===== config.mk =====
export PLATFORM = sky130hd
export DESIGN_NAME = gpio_hex_led
export DESIGN_NICKNAME = d
export VERILOG_FILES = /design/src/rtl/gpio_pkg.sv /design/src/rtl/btn_debounce.sv /design/src/rtl/gpio_hex_led.sv
export SDC_FILE = /design/constraint.sdc
export NUM_CORES = 1
export LEC_CHECK = 0
export ABC_AREA = 0
export BUFFER_PORTS_ARGS = -buffer_cell sky130_fd_sc_hd__buf_2
export CAP_MARGIN = 30
export CORE_MARGIN = 2
export CORE_UTILIZATION = 48
export CTS_CLUSTER_SIZE = 16
export DETAILED_ROUTE_END_ITERATION = 7
export MAX_ROUTING_LAYER = met4
export PLACE_DENSITY = 0.76
export SLEW_MARGIN = 20
export SYNTH_ARGS = -nofsm -noshare
export SYNTH_HDL_FRONTEND = slang
export SYNTH_SLANG_ARGS = --single-unit

===== constraint.sdc =====
create_clock -name clk -period 1.8 [get_ports clk]
set_clock_uncertainty 0.15 [all_clocks]
set_input_delay 0.36 -clock clk [delete_from_list [all_inputs] [get_ports clk]]
set_output_delay 0.36 -clock clk [all_outputs]
set_load 0.01 [all_outputs]

===== src/rtl/gpio_pkg.sv =====
// Shared definitions for the GPIO / HEX / LED peripheral: register word offsets,
// reset constants and the seven-segment lookup.
package gpio_pkg;

   typedef logic [6:0] seg_t;

   // Word offsets (byte address [4:2])
   localparam logic [2:0] OFF_HEX_DATA  = 3'd0;  // 0x00
   localparam logic [2:0] OFF_HEX_BLANK = 3'd1;  // 0x04
   localparam logic [2:0] OFF_LEDG      = 3'd2;  // 0x08
   localparam logic [2:0] OFF_SW        = 3'd3;  // 0x0C
   localparam logic [2:0] OFF_BTN       = 3'd4;  // 0x10
   localparam logic [2:0] OFF_BTN_EDGE  = 3'd5;  // 0x14
   localparam logic [2:0] OFF_IRQ_EN    = 3'd6;  // 0x18

   localparam logic [3:0] HEX_BLANK_RST = 4'hF;
   localparam seg_t       SEG_OFF       = 7'h7F;

   // Segments {g,f,e,d,c,b,a}, active-low
   function automatic seg_t seg7_decode(input logic [3:0] nib);
      seg_t seg;
      case (nib)
         4'h0: seg = 7'h40;
         4'h1: seg = 7'h79;
         4'h2: seg = 7'h24;
         4'h3: seg = 7'h30;
         4'h4: seg = 7'h19;
         4'h5: seg = 7'h12;
         4'h6: seg = 7'h02;
         4'h7: seg = 7'h78;
         4'h8: seg = 7'h00;
         4'h9: seg = 7'h10;
         4'hA: seg = 7'h08;
         4'hB: seg = 7'h03;
         4'hC: seg = 7'h46;
         4'hD: seg = 7'h21;
         4'hE: seg = 7'h06;
         default: seg = 7'h0E;
      endcase
      return seg;
   endfunction

endpackage


===== src/rtl/btn_debounce.sv =====
// One push button: 2-FF synchroniser, optional debounce (GPIO_BTN_DEBOUNCE_EN),
// pressed level and a one-cycle pulse on each new press.
module btn_debounce
   import gpio_pkg::*;
#(
   parameter int unsigned DEBOUNCE_CYCLES = 250000
)(
   input  logic clk,
   input  logic reset,
   input  logic btn,
   output logic pressed,
   output logic rise
);

   logic btn_meta;
   logic btn_sync;
   logic pressed_q;

   always_ff @(posedge clk) begin
      if (reset) begin
         btn_meta  <= 1'b1;
         btn_sync  <= 1'b1;
         pressed_q <= 1'b0;
      end else begin
         btn_meta  <= btn;
         btn_sync  <= btn_meta;
         pressed_q <= pressed;
      end
   end

`ifdef GPIO_BTN_DEBOUNCE_EN
   localparam int unsigned CNT_W = (DEBOUNCE_CYCLES > 1) ? $clog2(DEBOUNCE_CYCLES) : 1;
   localparam logic [CNT_W-1:0] CNT_LOAD = CNT_W'(DEBOUNCE_CYCLES - 1);

   logic [CNT_W-1:0] cnt;
   logic             level;

   // Down-counter reloads on any match; reaching zero on a mismatch accepts the new level
   always_ff @(posedge clk) begin
      if (reset) begin
         cnt   <= CNT_LOAD;
         level <= 1'b1;
      end else if (btn_sync == level) begin
         cnt <= CNT_LOAD;
      end else if (cnt == '0) begin
         level <= btn_sync;
         cnt   <= CNT_LOAD;
      end else begin
         cnt <= cnt - 1'b1;
      end
   end

   assign pressed = ~level;
`else
   assign pressed = ~btn_sync;
`endif

   assign rise = pressed & ~pressed_q;

endmodule


===== src/rtl/gpio_hex_led.sv =====
// Memory-mapped GPIO: HEX3..0 and LEDG outputs, SW/BUTTON inputs, sticky press flags and irq.
// Button debounce is built only when GPIO_BTN_DEBOUNCE_EN is defined.
module gpio_hex_led
   import gpio_pkg::*;
#(
   parameter int unsigned DEBOUNCE_CYCLES = 250000,
   parameter int unsigned SW_W            = 10,
   parameter int unsigned BTN_W           = 3
)(
   input  logic             clk,
   input  logic             reset,
   input  logic             cs,
   input  logic             we,
   input  logic [2:0]       addr,
   input  logic [31:0]      wdata,
   output logic [31:0]      rdata,
   input  logic [SW_W-1:0]  sw,
   input  logic [BTN_W-1:0] btn,
   output logic [6:0]       hex3,
   output logic [6:0]       hex2,
   output logic [6:0]       hex1,
   output logic [6:0]       hex0,
   output logic [9:0]       ledg,
   output logic             irq
);

   logic [15:0]      hex_data;
   logic [3:0]       hex_blank;
   logic [9:0]       ledg_reg;
   logic [BTN_W-1:0] btn_edge;
   logic [BTN_W-1:0] irq_en;
   logic [SW_W-1:0]  sw_meta;
   logic [SW_W-1:0]  sw_sync;
   logic [BTN_W-1:0] btn_pressed;
   logic [BTN_W-1:0] btn_rise;
   logic [BTN_W-1:0] edge_clr;
   logic [31:0]      rd_mux;
   logic             wr;
   logic             rd;
   logic             unused_wdata;

   assign wr           = cs & we;
   assign rd           = cs & ~we;
   assign unused_wdata = ^wdata[31:16];

   for (genvar i = 0; i < BTN_W; i++) begin : g_btn
      btn_debounce #(.DEBOUNCE_CYCLES(DEBOUNCE_CYCLES)) u_btn_debounce (
         .clk     (clk),
         .reset   (reset),
         .btn     (btn[i]),
         .pressed (btn_pressed[i]),
         .rise    (btn_rise[i])
      );
   end

   always_ff @(posedge clk) begin
      if (reset) begin
         sw_meta <= '0;
         sw_sync <= '0;
      end else begin
         sw_meta <= sw;
         sw_sync <= sw_meta;
      end
   end

   assign edge_clr = (wr && addr == OFF_BTN_EDGE) ? wdata[BTN_W-1:0] : '0;

   always_ff @(posedge clk) begin
      if (reset) begin
         hex_data  <= '0;
         hex_blank <= HEX_BLANK_RST;
         ledg_reg  <= '0;
         irq_en    <= '0;
         btn_edge  <= '0;
      end else begin
         if (wr) begin
            case (addr)
               OFF_HEX_DATA:  hex_data  <= wdata[15:0];
               OFF_HEX_BLANK: hex_blank <= wdata[3:0];
               OFF_LEDG:      ledg_reg  <= wdata[9:0];
               OFF_IRQ_EN:    irq_en    <= wdata[BTN_W-1:0];
               default: ;
            endcase
         end
         // A press landing with a W1C of the same bit keeps the flag set
         btn_edge <= (btn_edge & ~edge_clr) | btn_rise;
      end
   end

   always_comb begin
      rd_mux = '0;
      case (addr)
         OFF_HEX_DATA:  rd_mux[15:0]      = hex_data;
         OFF_HEX_BLANK: rd_mux[3:0]       = hex_blank;
         OFF_LEDG:      rd_mux[9:0]       = ledg_reg;
         OFF_SW:        rd_mux[SW_W-1:0]  = sw_sync;
         OFF_BTN:       rd_mux[BTN_W-1:0] = btn_pressed;
         OFF_BTN_EDGE:  rd_mux[BTN_W-1:0] = btn_edge;
         OFF_IRQ_EN:    rd_mux[BTN_W-1:0] = irq_en;
         default: ;
      endcase
   end

   always_ff @(posedge clk) begin
      if (reset) begin
         rdata <= '0;
      end else if (rd) begin
         rdata <= rd_mux;
      end
   end

   always_ff @(posedge clk) begin
      if (reset) begin
         hex3 <= SEG_OFF;
         hex2 <= SEG_OFF;
         hex1 <= SEG_OFF;
         hex0 <= SEG_OFF;
         ledg <= '0;
      end else begin
         hex3 <= hex_blank[3] ? SEG_OFF : seg7_decode(hex_data[15:12]);
         hex2 <= hex_blank[2] ? SEG_OFF : seg7_decode(hex_data[11:8]);
         hex1 <= hex_blank[1] ? SEG_OFF : seg7_decode(hex_data[7:4]);
         hex0 <= hex_blank[0] ? SEG_OFF : seg7_decode(hex_data[3:0]);
         ledg <= ledg_reg;
      end
   end

   assign irq = |(btn_edge & irq_en);

endmodule


==> results.md <==
* Post-synth cell types at 46
* # setup viols final at 1
* Via/cell ratio at 5.104
* Max-slew violations at 0
* Clock Sinks at 119
* DRC viols at 0
* TritonCTS Buffers at 17
* Row cnt at 37
* Port Buffers at 90
* Total power at 0.006798 W
* Reg clk slew, reported paths at roughly 0.05 ns
* WS Path Type: reg2out
* Final period utilization at 103.4%
* Ant. Diodes at 0
* RSZ-0062 raised after global routing: true
* Final worst slack at -0.06051 ns
* Die Y at ~110 µm
* Vias at 4262
* Share of cells above drive strength 1 at between 20% and 30%
* Tightest Pin Transition at 0.5048 ns
* MaxCap Viol Count at 0
* Delay-heaviest family, CP: flip-flops
* GR Overflow Total at 0
* P_leak at between 2 and 3 nW
* Post-DP HPWL at 8320 µm
* Total Wirelength at 11990 µm
* DP Cell Count at between 700 and 800
* Final Net Count at 762
* Buffers & Inverters on Critical Path at 2
* First-pass DRT Iterations at 5
* Gr usage total at 22.39%
* Vias in the first global route at roughly 4100
* Cells after Synth at approximately 540
* Num ports at 123
* FF+latch count, synth at 119
* Top FF cell, synth: dfxtp_1
* Number of flops mapped to enable cells by yosys at 0
* Maximum vdd drop at between 0.0005 and 0.0006 V
* Yosys warning total at 0
* DRT antenna net count at 0
* Fillcell total at 810
* Final Hold Viols at 0
* CP Data Required Time at 1.29 ns
* Startpoint types: register
* Die width at 107.2 µm
* Core area at 10320 µm²
* Synthesized cell area at ~5100 µm²
* Gpl congestion at about 0.92
* Final instance area at a little under 7000 µm²
* Worst rel slew slack at about two thirds
* H-Tree Depth at 4
* Ys async rst share at 0%
* Largest net degree at the start of global routing at 27
* Clock latency on the worst-skew pair at between 0.5 and 0.6 ns
* Clock root buffer: clkbuf_8
* Pwr dens at 994.5 nW/µm²
* Initial Util at 49.55%
* Die area at 11500 µm²
* Crit path cell chain: a222oi_1, inv_1, buf_2
* First-pass GRT wire length at around 19000 µm
* Fmax achieved at between 500 and 600 MHz
* WL/cell at 14.36 µm
* Dpl ws at 0.01761 ns
* Clock Path Buffers at 2
* Max incr delay on CP at about 0.32 ns
* Worst Setup End Kind: output pin
* Max reg flops at 20
* Hold slack at 0.04434 ns
* DP Area at approximately 6000 µm²
* Failing checks: setup timing
* Initial antenna violation count at 0
* Worst path slowest cell: dfxtp_2
* Arrival time at the worst endpoint at between 1 and 1.5 ns
* CTS tree: yes
* Seq/Total Area, Yosys at 46.58%
* Min-Delay Path Class: in2reg
* Status: finished, violations left
* Minimum clock period at approximately 1.9 ns
* Max FO, Critical Path at 2
* Iter 0 DRT Violations at 176
* Finished Layout Cells at 835
* Avg Inst Size Synth at 9.490 µm²
* P&R area growth vs syn at 33.64%
[metal layers]
layer | wire (µm) | GRT usage [%] | vias to the layer above
met4 | 368 | 12.24 | 0
met2 | 5638 | 34.76 | 142
met5 | 0 | - | -
li1 | - | - | 2118
met1 | 5342 | 26.82 | 1972
met3 | 637 | 5.350 | 30
[area by class of cell]
class / count / area [µm²] / area share, %
clock buffer: 24 / 490.5 / 7.176
clock inverter: 8 / 165.2 / 2.416
inverter: 19 / 71.32 / 1.043
multi-input combinational: 369 / 2487 / 36.39
sequential: 119 / 2392 / 35.00
tap: 136 / 170.2 / 2.489
timing repair buffer: 160 / 1059 / 15.49
[Yosys cell counts, drive strengths merged, types with 2 or more instances]
cell | number | area [µm²]
or3 | 5 | 31.28
buf | 34 | 234.0
ha | 24 | 300.3
nand2b | 9 | 56.30
nor2b | 37 | 231.5
or2 | 6 | 37.54
o21ai | 28 | 140.1
nand3b | 4 | 42.54
mux4 | 5 | 112.6
nor3 | 2 | 26.28
o211ai | 16 | 120.1
a21boi | 6 | 45.04
o21bai | 2 | 15.01
nor2 | 41 | 156.4
o311ai | 4 | 35.03
a22oi | 13 | 97.59
a21oi | 35 | 175.2
clkbuf | 13 | 48.80
a21o | 4 | 30.03
mux2 | 6 | 67.56
o31a | 3 | 26.28
inv | 19 | 71.31
mux2i | 17 | 170.2
nand3 | 8 | 40.04
a211o | 6 | 52.55
dfxtp | 119 | 2382
nand2 | 57 | 214.0
a22o | 6 | 52.55
[cells by family after synthesis]
logic type / Yosys count / synth area share (%)
adders and majority gates: 24 / 5.871
muxes: 28 / 6.849
AOI/OAI and AO/OA: 128 / 16.32
and+or+nand+nor: 173 / 17.39
buffers and inverters: 66 / 6.923
other: 1 / 0.07332
DFF: 119 / 46.58
[report_power, final]
part / switching (W) / leakage [nW] / internal [W]
clock: 0.00111 / 0.325 / 0.00257
sequential: 0.0000261 / 0.972 / 0.00269
combinational: 0.000215 / 1.44 / 0.000187
[final timing paths]
check,startpoint,end,slack (ns),depth (start not counted)
max,irq_en[1]$_SDFFE_PP0P_,irq,-0.06,3
min,wdata[2],hex_data[2]$_SDFFE_PP0P_,0.04,3
max reg2reg,hex_data[4]$_SDFFE_PP0P_,hex1[3]$_SDFF_PP1_,0.05,4
min reg2reg,g_btn[0].u_btn_debounce.btn_meta$_SDFF_PP1_,g_btn[0].u_btn_debounce.btn_sync$_SDFF_PP1_,0.26,1
[per-stage QoR]
stage	TNS [ns]	utilization [%]
after detailed placement	0	56.50
after floorplan	0	-
after CTS	-0.1051	65.66
after global routing	-0.1903	66.21
final	-0.06051	66.21
after global placement	0	56.50
[placed cells by master (no fill, tap or decap), drive strengths merged, types with 16 or more instances in the layout]
cell	n
buf	132
dfxtp	119
nand2	57
nor2	41
nor2b	37
a21oi	35
o21ai	28
dlygate4sd3	28
ha	24
clkbuf	24
inv	19
mux2i	17
o211ai	16
conb	16
[worst min-delay path, delay by kind of cell]
| kind | cells | cell delay [ns] |
|---|---|---|
| buffers and inverters | 1 | 0.16 |
| AOI/OAI and AO/OA | 1 | 0.05 |
| and+or+nand+nor | 1 | 0.08 |
[what timing repair did]
item,CTS,global route
setup endpoints to repair,1,5
endpoints found under the hold margin,37,0
pin swaps,1,0
hold buffers,28,0
setup buffers,1,0
resized for setup,2,10
Power figures use the tool's default switching activity.
